===== src/rtl/uart_tx_controller.sv =====
// uart_tx_controller
//   Transmit half of the AXI-Lite UART core. Bytes written by the register
//   block are queued in a small FIFO. Each byte is then sent on TX as a frame:
//   a start bit, the data bits LSB-first, an optional parity bit and one stop
//   bit. When the FIFO still holds data at the end of a stop bit, the next
//   frame starts on the following cycle, so there is no idle gap.
//
// Ports
//   S_AXI_ACLK     clock
//   S_AXI_ARESETN  synchronous active-low reset
//   tx_data        byte to enqueue (sampled only on accepted writes)
//   tx_wr_en       enqueue strobe, one entry per cycle
//   tx_fifo_clr    flush the FIFO; a frame already on the line finishes
//   tx_fifo_full   FIFO holds C_FIFO_DEPTH entries
//   tx_fifo_empty  FIFO holds no entries
//   tx_overflow    one-cycle pulse: a write was dropped because FIFO was full
//   tx_busy        a frame is on the line
//   tx_done        one-cycle pulse on the last cycle of each stop bit
//   TX             serial line, idle high
module uart_tx_controller #(
    parameter int C_S_AXI_ACLK_FREQ_HZ = 100_000_000,
    parameter int C_BAUDRATE           = 9600,
    parameter int C_DATA_BITS          = 8,
    parameter int C_USE_PARITY         = 0,
    parameter int C_ODD_PARITY         = 0,
    parameter int C_FIFO_DEPTH         = 16
) (
    input  logic                   S_AXI_ACLK,
    input  logic                   S_AXI_ARESETN,
    input  logic [C_DATA_BITS-1:0] tx_data,
    input  logic                   tx_wr_en,
    input  logic                   tx_fifo_clr,
    output logic                   tx_fifo_full,
    output logic                   tx_fifo_empty,
    output logic                   tx_overflow,
    output logic                   tx_busy,
    output logic                   tx_done,
    output logic                   TX
);

    localparam int CLKS_PER_BIT = C_S_AXI_ACLK_FREQ_HZ / C_BAUDRATE;
    localparam int CNT_W        = (CLKS_PER_BIT > 1) ? $clog2(CLKS_PER_BIT) : 1;
    localparam int PTR_W        = $clog2(C_FIFO_DEPTH);

    localparam logic [CNT_W-1:0] LAST_CNT  = CNT_W'(CLKS_PER_BIT - 1);
    localparam logic [2:0]       LAST_BIT  = 3'(C_DATA_BITS - 1);
    localparam logic [PTR_W:0]   DEPTH_CNT = (PTR_W+1)'(C_FIFO_DEPTH);

    typedef enum logic [2:0] {IDLE, START, DATA, PARITY, STOP} state_t;

    // ---------------- FIFO ----------------
    logic [C_DATA_BITS-1:0] mem [C_FIFO_DEPTH];
    logic [PTR_W-1:0]       wr_ptr, rd_ptr;
    logic [PTR_W:0]         count, count_n;
    logic                   wr_acc, pop;
    logic [C_DATA_BITS-1:0] head;

    // Clear beats a same-cycle write; the full check uses the registered flag,
    // so a write while full is dropped even if a pop frees a slot this cycle.
    assign wr_acc = tx_wr_en && !tx_fifo_full && !tx_fifo_clr;
    assign head   = mem[rd_ptr];

    always_comb begin
        count_n = count;
        if (tx_fifo_clr)
            count_n = '0;
        else if (wr_acc && !pop)
            count_n = count + (PTR_W+1)'(1);
        else if (!wr_acc && pop)
            count_n = count - (PTR_W+1)'(1);
    end

    always_ff @(posedge S_AXI_ACLK) begin
        if (!S_AXI_ARESETN) begin
            wr_ptr        <= '0;
            rd_ptr        <= '0;
            count         <= '0;
            tx_fifo_full  <= 1'b0;
            tx_fifo_empty <= 1'b1;
            tx_overflow   <= 1'b0;
        end else begin
            if (tx_fifo_clr) begin
                wr_ptr <= '0;
                rd_ptr <= '0;
            end else begin
                if (wr_acc) wr_ptr <= wr_ptr + PTR_W'(1);
                if (pop)    rd_ptr <= rd_ptr + PTR_W'(1);
            end
            count         <= count_n;
            tx_fifo_full  <= (count_n == DEPTH_CNT);
            tx_fifo_empty <= (count_n == '0);
            tx_overflow   <= tx_wr_en && tx_fifo_full;
        end
    end

    always_ff @(posedge S_AXI_ACLK) begin
        if (wr_acc) mem[wr_ptr] <= tx_data;
    end

    // ---------------- Frame FSM ----------------
    state_t                 state, state_n;
    logic [CNT_W-1:0]       baud_cnt, cnt_n;
    logic [2:0]             bit_idx, bit_idx_n;
    logic [C_DATA_BITS-1:0] shift, shift_n;
    logic                   par, par_n;
    logic                   tx_n, done_n, bit_end, can_pop, load;

    // A pending clear must not hand the old head to the line.
    assign can_pop = !tx_fifo_empty && !tx_fifo_clr;
    assign bit_end = (baud_cnt == LAST_CNT);

    always_comb begin
        state_n   = state;
        bit_idx_n = bit_idx;
        shift_n   = shift;
        par_n     = par;
        load      = 1'b0;
        case (state)
            IDLE:   if (can_pop) load = 1'b1;
            START:  if (bit_end) begin
                        state_n   = DATA;
                        bit_idx_n = '0;
                    end
            DATA:   if (bit_end) begin
                        shift_n   = shift >> 1;
                        bit_idx_n = bit_idx + 3'd1;
                        if (bit_idx == LAST_BIT)
                            state_n = (C_USE_PARITY != 0) ? PARITY : STOP;
                    end
            PARITY: if (bit_end) state_n = STOP;
            STOP:   if (bit_end) begin
                        if (can_pop) load = 1'b1;
                        else         state_n = IDLE;
                    end
            default: state_n = IDLE;
        endcase

        pop = load;
        if (load) begin
            state_n = START;
            shift_n = head;
            par_n   = (^head) ^ (C_ODD_PARITY != 0);
        end

        // Counter restarts on every state change and at every bit boundary.
        if (state_n != state || bit_end || state == IDLE)
            cnt_n = '0;
        else
            cnt_n = baud_cnt + CNT_W'(1);

        // Line level is computed from the next state so TX comes from a flop.
        case (state_n)
            START:   tx_n = 1'b0;
            DATA:    tx_n = shift_n[0];
            PARITY:  tx_n = par_n;
            default: tx_n = 1'b1;
        endcase
        done_n = (state_n == STOP) && (cnt_n == LAST_CNT);
    end

    always_ff @(posedge S_AXI_ACLK) begin
        if (!S_AXI_ARESETN) begin
            state    <= IDLE;
            baud_cnt <= '0;
            bit_idx  <= '0;
            shift    <= '0;
            par      <= 1'b0;
            TX       <= 1'b1;
            tx_busy  <= 1'b0;
            tx_done  <= 1'b0;
        end else begin
            state    <= state_n;
            baud_cnt <= cnt_n;
            bit_idx  <= bit_idx_n;
            shift    <= shift_n;
            par      <= par_n;
            TX       <= tx_n;
            tx_busy  <= (state_n != IDLE);
            tx_done  <= done_n;
        end
    end

endmodule


===== config.mk =====
export PLATFORM = sky130hd
export DESIGN_NAME = uart_tx_controller
export DESIGN_NICKNAME = d
export VERILOG_FILES = /design/src/rtl/uart_tx_controller.sv
export SDC_FILE = /design/constraint.sdc
export NUM_CORES = 1
export LEC_CHECK = 0
export CORE_MARGIN = 5
export CORE_UTILIZATION = 40
export CTS_CLUSTER_DIAMETER = 150
export DETAILED_ROUTE_END_ITERATION = 12
export GPL_TIMING_DRIVEN = 0
export SYNTH_ARGS = -nofsm -noshare
export SYNTH_HDL_FRONTEND = slang
export SYNTH_SLANG_ARGS = --single-unit

===== constraint.sdc =====
create_clock -name S_AXI_ACLK -period 2.3 [get_ports S_AXI_ACLK]
set_input_delay 0.46 -clock S_AXI_ACLK [delete_from_list [all_inputs] [get_ports S_AXI_ACLK]]
set_output_delay 0.46 -clock S_AXI_ACLK [all_outputs]
set_load 0.03 [all_outputs]

; ---- Yosys cells after proc, flatten, opt, wreduce, memory -nomap -nowiden
; Memories as Yosys holds them, arrays and structs flattened. A register that Yosys moved wholly into a read port is not among the register bits.
; Index checks and enable logic that the tools add are counted.
[totals]
regBits = 48
output_inout_bits = 6
elab_cells = 89
input_bits = 12
n_memories = 1
ram_bits = 128
[mem_list]
columns = name, depth, word_bits, rd, rd_ports_with_merged_regs, write_ports, line_no
row1 = mem, 16, 8, 1, 1, 1, 52  ; logic [C_DATA_BITS-1:0] mem [C_FIFO_DEPTH];
[classes]
eq_ne = 15
add_sub_neg = 6
bitwise_logic = 1
n_mux = 27
n_reduce_logical = 24
[op_table]
columns = op, count
row1 = "equality test 14 bit, second input constant", 2
row2 = 2-to-1 mux 3 bit, 9
row3 = 2-to-1 mux 8 bit, 3
row4 = 2-to-1 mux 5 bit, 3
row5 = case mux 3 bit (5 select lines), 1
row6 = "adder 14 x 1 -> 14 bit, second input constant", 1
row7 = 2-to-1 mux 14 bit, 1
row8 = "equality test 3 x 2 -> 1 bit, second input constant", 4
row9 = "equality test 3 bit, second input constant", 3
row10 = "adder 4 x 1 -> 4 bit, second input constant", 2
row11 = 2-to-1 mux 4 bit, 2
row12 = XOR reduction 8 bit, 1
row13 = logical AND 1 bit, 7
row14 = "equality test 3 x 1 -> 1 bit, second input constant", 2
row15 = case mux 3 bit (2 select lines), 1
row16 = nonzero test 2 bit, 3
row17 = "adder 5 x 1 -> 5 bit, second input constant", 1
row18 = "equality test 5 bit, second input constant", 1
row19 = zero test 1 bit, 5
row20 = zero test 5 bit, 1
row21 = 2-to-1 mux 1 bit, 5
row22 = "subtractor 5 x 1 -> 5 bit, second input constant", 1
row23 = "!= test 2 bit, second input constant", 2
row24 = "adder 3 x 1 -> 3 bit, second input constant", 1
row25 = other kinds (10), 11

; ---- Longest topological paths before layout
; Gate-level depths: netlist of run 1.
[depth]
ltp_word = 12
ltp_mapped = 9
mapped_depth_nobuf = 8

; ---- Worst setup path after synthesis of run 1
; Ideal clock, no wire load.
[synth_timing]
path_type = register to register
startpoint = register baud_cnt[6]
endpoint = register TX
synth_period_minus_slack_ps = 2474
setup_time_ps = 133
slack_ps = -174
n_path_buf = 1
required_ps = 2167
arrival_ps = 2341
stages_incl_launch_ff = 8
path_cell_list = dfxtp_1 > or4_4 > or4_4 > or3_1 > buf_6 > mux2i_1 > and3_1 > o21ai_1
[synth_between]
elab_chain_cells = 6
elab_cells_between_ends = 17
classes_between = eq/ne (4) / mux (13)
[synth_lines]
columns = item, line_no
row1 = start: declaration, 102  ; logic [CNT_W-1:0] baud_cnt, cnt_n;
row2 = start signal: assignment, 173  ; baud_cnt <= cnt_n;
row3 = equality test 14 bit (*), 110  ; assign bit_end = (baud_cnt == LAST_CNT);
row4 = 2-to-1 mux 3 bit (tied with other cells), 131  ; STOP: if (bit_end) begin
row5 = case mux 3 bit (5 select lines) or case mux 1 bit (2 select lines) (tied branches), 118  ; case (state)
row6 = 2-to-1 mux 3 bit, 139  ; if (load) begin
row7 = equality test 3 x 2 -> 1 bit or equality test 3 x 1 -> 1 bit (tied branches), 152  ; case (state_n)
row8 = case mux 1 bit (3 select lines) (*), 152
row9 = end signal: assignment, 177  ; TX <= tx_n;
row10 = end: declaration, 38  ; output logic TX
; Every way passes the cells marked *; elsewhere a longest branch is shown, timed or not. The select of a mux whose other input is x is not followed.
; A chain may end at the register's enable or synchronous reset.

; ---- Worst setup path in the final report of run 1
[layout_timing]
startpoint = register baud_cnt[10]
endpoint = register TX
; The elaborated chain is that of the path after synthesis.

==> impl_metrics.yaml, run 1 <==
layout:
  drive_above_1_share_pct: 25.7
  antenna_cells: 0
  fin_nets: 565
  syn_to_final_growth_pct: 21.2
  fin_cells: 785
cts:
  cts_buffers: 17
  cts_buffer_depth: 2
  cts-root-buf: "clkbuf_16"
  insertion_delay_ns: 0.43
  cts_sinks: 180
  clk_pin_slew_ns: 0.07
  htreeDepth: 4
  cts-hold-fix-buffers: 0
  cts_tree: "yes"
floorplan:
  rows: 49
  die_w_um: 145
  die-area_sq_mm: 0.0212
  io-pin-count: 18
  fp.dieH_um: 145
  start_util_pct: 40.7
  core_area_sq_mm: 0.0180
synth:
  synth_top_cells_by_count: "edfxtp_1 (128), dfxtp_1 (52), nor2_1 (50), nand2_1 (39), mux4_2 (32)"
  yosysWarnings: 0
  ys_ff_latch: 180
  syn_nets: 519
  ys_seq_area_share_pct: 66.6
  syn_avg_cell_area_sq_um: 14.8
  syn-cell-area_sq_mm: 0.00734
  synth_edf_count: 128
  synthTopCellsByArea: "edfxtp_1 (52%), dfxtp_1 (14%), mux4_2 (9.8%)"
  synth.most_common_cell: "edfxtp_1"
  syn_inst: 497
  synth.top_cell.area_share_pct: 52.4
  netlist-cell-type-count: 48
  async_flop_share_pct: 0
  synth_flop_cell: "edfxtp_1"
  yosysTopAreaCell: "edfxtp_1"
global_route:
  grt_antenna_before_repair: 0
  grt_pass1_vias: 4354
  grtUsageTotal_pct: 14.3
  grt_remaining_overflow: 0
  grt_pass1_wl_um: 23500
  grt_max_degree: 19
critical_path:
  startpoint: "baud_cnt[10]"
  critPathMaxStageDelay_ns: 0.54
  slowest_stage: "or4_4"
  r2r-start: "baud_cnt[10]"
  cp-start-kind: "flip-flop"
  arrival_ns: 2.72
  cp_cell_sequence: "or4_4 -> or4_4 -> or3_4 -> mux2i_2 -> and3_1 -> o21ai_1"
  cp-end-kind: "flip-flop"
  r2r_cells: 6
  crit_fanout: 5
  critPathKind: "reg2reg"
  cp.required_ns: 2.60
  worst-path-stages: 6
  cpMostUsedCell: "or4_4"
  critical_path_buf_inv_count: 0
  critPathTopFamily: "simple AND/OR/NAND/NOR gates"
timing:
  setup-tns-final_ns: -0.930
  finalCritPeriodShare_pct: 105
  max_slew.worst_pin.slew_ns: 0.883
  final.setup.worst_slack_ns: -0.120
  finalHoldViolations: 0
  setup_viol: 10
  drv_slew: 0
  relSlewSlack_pct: 40.9
  skew_ns: 0.0101
  fmax_ghz: 0.413
  finalCriticalPeriod_ns: 2.42
  grt_setup_unrepaired: "true"
placed_design:
  dpl.hpwl_um: 9440
  gp_congestion: 0.775
  port-buffer-count: 17
  dp.cells: 743
route:
  vias: 4162
  wl_um: 14800
  first_pass_iters: 4
  wl_per_cell_um: 18.8
  ant_nets: 0
  viasPerCell: 5.30
  drc: 0
  drt_iter0_markers: 267
status:
  violations: "negative setup slack"
  status: "finished with violations"
job:
  cap_violations: 0
worst_hold_path:
  min-delay-start: "baud_cnt[0]"
  hold_class: "reg2reg"
  holdPathStages: 1
power_and_ir_drop:
  power_density_mw_per_mm2: 748
  p_leak_nw: 2.91
  irDropWorstVdd_mv: 0.507
[worst register-to-register path: cells and delay by family, from the launching register on]
family             cells  cell delay [ns]
and+or+nand+nor        4             1.68
DFF                    1             0.34
muxes                  1             0.21
AOI/OAI and AO/OA      1             0.06
[final cells by class]
type	instances	area (sq um)
plain buffers	20	150
clock buffers	17	425
flip-flops and latches	180	4900
repair buffers	30	300
fillers	1554	9130
clock inverters	15	165
well taps	229	287
multi-input cells	287	2640
inverters	7	26.3
[routing by layer]
metal	global-route usage (%)	part of all wire [%]	up-vias	wire [um]
met2	22.3	49	76	7230
met5	0	0	-	0
met4	4.52	0.91	0	135
li1	-	-	1972	-
met3	4.48	4.2	12	624
met1	19.4	46	2102	6780
[cells in the final DEF, fill, tap and decap left out, types with 8 or more instances in the layout]
master,count
mux4_2,32
nand3_1,10
a22oi_2,9
xor2_1,10
edfxtp_1,128
clkbuf_1,8
clkbuf_16,17
nor2_2,8
nand2b_1,10
clkdlybuf4s50_1,17
dfxtp_1,46
nor2_1,35
ha_1,9
buf_4,11
xnor2_1,19
nand2_1,34
[path summary, 6_finish.rpt]
path | to | slack (ns)
worst max-delay path | TX | -0.12
worst min-delay path | baud_cnt[0] | 0.45
worst max register to register | TX | -0.12
worst min register to register | baud_cnt[0] | 0.45
[kinds of logic (layout without fill, tap and decap cells)]
logic type      after synthesis  count (layout)  synth area share [%]
simple gates                149             149                  9.58
mux                          41              41                  11.0
buf+inv                      30              89                  1.69
flops                       180             180                  66.6
compound gates               55              55                  5.61
xor+xnor                     32              32                  3.82
fa+ha+maj                    10              10                  1.70
[through the flow]
stage	area, sq um	setup WS [ns]	hold slack [ns]	power, W	utilization (%)
after floorplan	7340	-0.0780	0.441	0.00373	-
after global placement	7800	-0.899	0.457	0.00382	43.3
after detailed placement	7800	-0.975	0.470	0.00383	43.3
after CTS	8660	-0.178	0.479	0.00670	48.0
after global routing	8900	-0.199	0.489	0.00690	49.4
final	8900	-0.120	0.452	0.00665	49.4
[flip-flops by register name, indices dropped and copies added (netlist names), named ones only]
register	count
mem	128
wr_ptr	4
bit_idx	3
count	5
shift	8
tx_fifo_empty	1
TX	1
state	3
baud_cnt	14
par	1
tx_done	1
tx_overflow	1
tx_fifo_full	1
tx_busy	1
rd_ptr	4
[where the power goes]
part / switching, W / internal, W
Sequential: 0.0000164 / 0.00349
Combinational: 0.000158 / 0.000119
Clock: 0.00133 / 0.00154
[what timing repair did]
| action | in CTS | in global routing |
|---|---|---|
| setup endpoints to repair | 154 | 128 |
| pin swaps | 9 | 15 |
| gates resized for setup | 59 | 47 |
| buffers inserted | 8 | 5 |
Note: power is estimated with default switching activity, not from simulation.
==> inputs of run 2 (changes only) <==
Settings changed: ABC_CLOCK_PERIOD_IN_PS set to 2300, SLEW_MARGIN set to 40.
==> run 2 against run 1 <==
  * The run still ends with negative setup slack left
  * Power fell by 1.2%
  * Maximum frequency fell by 4.2%
  * Clock skew fell by 0.0027 ns
  * Cell count rose by 0.89%
  * Cell area rose by 1.3%
  * Non-clock buffer count rose by 7
  * Wire length rose by 2.0%
  * Die area did not move
  * Sequential cell count did not move
  * First-iteration DRC count rose by 22%
  * Largest cell class unchanged
==> impl_metrics.yaml, run 2 (same netlist as run 1, synthesis figures left out) <==
layout:
  antenna_cells: 0
  most-common-layout-cells: "edfxtp_1 (128), dfxtp_1 (47), nor2_1 (35), nand2_1 (35), mux4_2 (32)"
  top_register: "mem"
  final_common_cell: "edfxtp_1"
  fin_cells: 792
  final_util_pct: 50.0
  fillCellCount: 1523
  largest_reg_flops: 128
  top_regs: "mem: 128 flops, baud_cnt: 14 flops, shift: 8 flops"
  drive_above_1_share_pct: 27.4
  fin_nets: 572
  stdcell_area_sq_mm: 0.00901
  syn_to_final_growth_pct: 22.8
floorplan:
  core_area_sq_mm: 0.0180
  rows: 49
  start_util_pct: 40.7
  fp.dieH_um: 145
  die-area_sq_mm: 0.0212
  io-pin-count: 18
  die_w_um: 145
placed_design:
  dpl.hpwl_um: 9440
  dp.cells: 743
  port-buffer-count: 17
  placed_cell_area_sq_mm: 0.00782
  gp_congestion: 0.775
timing:
  finalHoldViolations: 0
  relSlewSlack_pct: 42.7
  final.setup.worst_slack_ns: -0.225
  grt_setup_unrepaired: "true"
  fmax_ghz: 0.396
  setup_viol: 69
  finalCriticalPeriod_ns: 2.53
  skew_ns: 0.00738
  drv_slew: 0
  max_slew.worst_pin.slew_ns: 0.856
  finalCritPeriodShare_pct: 110
critical_path:
  startpoint: "baud_cnt[8]"
  slowest_stage: "or4_4"
  r2r-start: "baud_cnt[8]"
  critPathMaxStageDelay_ns: 0.55
  critical_path_buf_inv_count: 2
  critPathKind: "reg2reg"
  cp_cell_sequence: "or4_4 -> buf_6 -> o41ai_4 -> nand2b_1 -> buf_4 -> nor4_4 -> a31oi_2 -> xor2_2 -> a41o_1"
  cp-end-kind: "flip-flop"
  worstSetupEndpoint: "tx_fifo_empty"
  timing.rr.end: "tx_fifo_empty"
  worst-path-stages: 9
  r2r_cells: 9
  crit_fanout: 4
  cp.required_ns: 2.62
  r2r_setup_slack_ns: -0.23
  critPathTopFamily: "simple AND/OR/NAND/NOR gates"
  arrival_ns: 2.84
  cp-start-kind: "flip-flop"
cts:
  insertion_delay_ns: 0.43
  htreeDepth: 4
  cts-root-buf: "clkbuf_16"
  cts_tree: "yes"
  cts_buffers: 17
  cts_buffer_depth: 2
  cts-hold-fix-buffers: 0
  cts_sinks: 180
  clk_pin_slew_ns: 0.07
global_route:
  grtUsageTotal_pct: 14.4
  grt_pass1_vias: 4295
  grt_pass1_wl_um: 23500
  grt_max_degree: 19
  grt_antenna_before_repair: 0
  grt_remaining_overflow: 0
route:
  first_pass_iters: 4
  vias: 4213
  route.met2.wl_um: 7280
  drc: 0
  routedLengthMet1_um: 6820
  viasPerCell: 5.32
  wl_um: 15100
  wl_met3_um: 810
  maxUsedRoutingLayer: "met4"
  ant_nets: 0
  wl_per_cell_um: 19.0
  drt_iter0_markers: 327
status:
  status: "finished with violations"
  violations: "negative setup slack"
power_and_ir_drop:
  irDropWorstVdd_mv: 0.531
  power_density_mw_per_mm2: 729
  p_leak_nw: 2.96
job:
  cap_violations: 0
worst_hold_path:
  hold_class: "reg2reg"
-- run 2: cell types whose count changed in the layout (fill, tap and decap cells not counted), sizes merged --
cell    delta
inv        +2
clkinv     -1
bufinv     -1
buf        +7
-- run 2: layer usage --
metal,vias to the layer above,GRT usage (%)
met5,-,0
met4,0,4.34
met3,8,3.64
met2,93,22.4
met1,2124,20.1
li1,1988,-
-- run 2: worst min-delay path by stage --
stage | from | to | slack, ns | cells past startpoint
after floorplan | baud_cnt[0] | baud_cnt[0] | 0.44 | 1
after global placement | shift[7] | shift[7] | 0.46 | 2
after detailed placement | shift[7] | shift[7] | 0.47 | 2
after CTS | shift[7] | shift[7] | 0.47 | 2
after global routing | baud_cnt[0] | baud_cnt[0] | 0.51 | 1
final | shift[7] | shift[7] | 0.48 | 2
-- run 2: layout make-up --
| class | count | area [sq um] | area share, % |
|---|---|---|---|
| clock buffers | 17 | 425 | 4.72 |
| clock inverters | 15 | 139 | 1.54 |
| flip-flops and latches | 180 | 4900 | 54.3 |
| repair buffers | 37 | 365 | 4.05 |
| well taps | 229 | 287 | 3.18 |
| multi-input cells | 287 | 2730 | 30.2 |
| inverters | 7 | 26.3 | 0.292 |
| plain buffers | 20 | 150 | 1.67 |
-- run 2: what timing repair did --
| action | in CTS | in global routing |
|---|---|---|
| cloned | 0 | 0 |
| setup buffers | 9 | 11 |
| endpoints found under the setup margin | 154 | 162 |
| pin swaps | 10 | 22 |
| gates resized for setup | 50 | 64 |
-- run 2: where the power goes --
part,internal [W],switching (W)
Clock,0.00144,0.00133
Combinational,0.000133,0.000167
Sequential,0.00349,0.0000169
-- run 2: worst register-to-register path, stage by stage, from the launching register on --
cell,delay (ns)
dfxtp_4,0.34
or4_4,0.55
buf_6,0.14
o41ai_4,0.40
nand2b_1,0.14
buf_4,0.16
nor4_4,0.15
a31oi_2,0.08
xor2_2,0.20
a41o_1,0.25
-- run 2: per-stage QoR --
stage / hold WS, ns / setup WS [ns] / setup TNS, ns / total power, W
after detailed placement: 0.467 / -0.639 / -74.16 / 0.00383
final: 0.478 / -0.225 / -3.45 / 0.00658
after floorplan: 0.441 / -0.0780 / -0.201 / 0.00373
after CTS: 0.473 / -0.171 / -4.47 / 0.00660
after global routing: 0.513 / -0.293 / -8.41 / 0.00681
after global placement: 0.457 / -0.899 / -81.06 / 0.00382
==> inputs of run 3 (changes only) <==
Settings changed: CORE_ASPECT_RATIO set to 0.8, TNS_END_PERCENT set to 5.
==> run 3 against run 2 <==
  * The run still ends with negative setup slack left
  * Clock skew increased by 0.0026 ns
  * Die area about the same
  * Via count increased by 0.50%
  * Cell area down 2.3%
  * Worst setup slack gained 0.041 ns
  * Sequential cell count unchanged
  * Sequential share of layout area up 1.3 points
  * Hold slack worse by 0.0036 ns
  * Combinational power is 7.3% lower
  * Clock power is 3% higher
  * Maximum frequency increased by 1.6%
  * Critical path type unchanged
  * Critical endpoint is now TX
  * Largest cell class unchanged
==> impl_metrics.yaml, run 3 (same netlist as run 1, synthesis figures left out) <==
floorplan:
  io-pin-count: 18
  die-area_sq_mm: 0.0212
  fp.dieH_um: 131
  core_area_sq_mm: 0.0181
  start_util_pct: 40.5
  rows: 44
  die_w_um: 161
job:
  cap_violations: 0
cts:
  htreeDepth: 4
  cts_tree: "yes"
  cts_sinks: 180
  cts-hold-fix-buffers: 0
  insertion_delay_ns: 0.43
  clk_pin_slew_ns: 0.07
  cts_buffer_depth: 2
  cts-root-buf: "clkbuf_16"
  cts_buffers: 17
critical_path:
  timing.rr.end: "TX"
  r2r-start: "baud_cnt[10]"
  cp-end-kind: "flip-flop"
  crit_fanout: 8
  cp.required_ns: 2.59
  critPathKind: "reg2reg"
  r2r_setup_slack_ns: -0.18
  startpoint: "baud_cnt[10]"
  arrival_ns: 2.78
  cp-start-kind: "flip-flop"
  r2r_cells: 6
placed_design:
  gp_congestion: 0.779
  dp.cells: 744
  dpl.hpwl_um: 10100
  port-buffer-count: 17
  placed_cell_area_sq_mm: 0.00782
global_route:
  grt_antenna_before_repair: 0
  grt_remaining_overflow: 0
  grtUsageTotal_pct: 15.1
  grt_pass1_vias: 4398
  grtUsageMet1_pct: 20.5
  grt.met3_usage_pct: 4.01
  top_usage_layer: "met2"
  use_met2_pct: 24.3
  grt_pass1_wl_um: 24300
  grt_max_degree: 19
power_and_ir_drop:
  comb_power_share_pct: 4.2
  pwr-share-seq_pct: 52.7
  p_sw_w: 0.00149
  intPower_w: 0.00516
  switching_share_pct: 22.4
  p_leak_nw: 2.92
  power_density_mw_per_mm2: 755
  p_clk_share_pct: 43.1
  irDropWorstVdd_mv: 0.476
  p_total_w: 0.00665
route:
  drc: 0
  wl_per_cell_um: 19.3
  drt_iter0_markers: 345
  vias: 4234
  viasPerCell: 5.37
  ant_nets: 0
  first_pass_iters: 5
  wl_um: 15200
worst_hold_path:
  hold_end: "shift[7]"
  holdPathStages: 2
  hold_class: "reg2reg"
  min-delay-start: "shift[7]"
layout:
  fillCellCount: 1522
  top_register: "mem"
  multi_input_comb_area_sq_mm: 0.00258
  most-common-layout-cells: "edfxtp_1 (128), dfxtp_1 (48), nand2_1 (37)"
  fin_nets: 568
  syn_to_final_growth_pct: 19.9
  final_common_cell: "edfxtp_1"
  antenna_cells: 0
  fin_cells: 789
  regArea_sq_mm: 0.00490
  largest_reg_flops: 128
  stdcell_area_sq_mm: 0.00880
  drive_above_1_share_pct: 25.2
  top_regs: "mem: 128 flops, baud_cnt: 14 flops, shift: 8 flops"
timing:
  relSlewSlack_pct: 46.5
  grt_setup_unrepaired: "true"
  setup-tns-final_ns: -1.55
  finalCriticalPeriod_ns: 2.48
  setup_viol: 17
  drv_slew: 0
  final.setup.worst_slack_ns: -0.185
  skew_ns: 0.00996
  max_slew.worst_pin.slew_ns: 0.799
  finalHoldViolations: 0
  finalCritPeriodShare_pct: 108
  fmax_ghz: 0.402
status:
  violations: "negative setup slack"
  status: "finished with violations"
[run 3: layer usage]
| metal | routed length [um] | vias to the layer above |
|---|---|---|
| met5 | 0 | - |
| met4 | 141 | 0 |
| met3 | 771 | 11 |
| met2 | 7630 | 85 |
| met1 | 6670 | 2151 |
| li1 | - | 1987 |
[run 3: power groups by stage]
stage               Sequential, W  Combinational [W]  Clock (W)
detailed placement        0.00358           0.000250          0
floorplan                 0.00358           0.000143          0
finish                    0.00351           0.000278    0.00286
global route              0.00351           0.000307    0.00308
CTS                       0.00351           0.000273    0.00292
global placement          0.00358           0.000242          0
[run 3: how the worst max path moves through the flow]
stage,end,slack (ns),depth (start not counted)
6_report,TX,-0.18,6
3_5_place_dp,tx_fifo_full,-0.64,9
2_1_floorplan,TX,-0.08,7
3_3_place_gp,mem[0][6],-0.84,5
5_1_grt,TX,-0.23,8
4_1_cts,TX,-0.23,7
[run 3: metrics by stage]
step,util [%],worst slack [ns],hold WS [ns]
3_5_place_dp,43.2,-0.642,0.462
5_1_grt,48.6,-0.233,0.499
4_1_cts,48.1,-0.233,0.473
2_1_floorplan,-,-0.0780,0.441
6_report,48.6,-0.185,0.475
3_3_place_gp,43.1,-0.836,0.456
[run 3: cell type report]
type	instances	area share [%]
buffer	19	1.42
clock buffer	17	4.83
clock inverter	15	1.81
inverter	7	0.299
multi-input combinational	287	29.3
sequential	180	55.6
tap	230	3.27
timing repair buffer	34	3.47
[run 3: worst max-delay path, cell delays in order (launching register included)]
cell	delay, ns
dfxtp_4	0.35
or4_4	0.55
or4_4	0.53
or3_4	0.43
mux2i_2	0.23
and3_1	0.20
o21ai_2	0.07
[run 3: timing repair]
item                       4_1_cts  5_1_grt
pin swaps                       18       10
gates resized for setup         56       22
buffers inserted                14        3
setup endpoints to repair      151      155
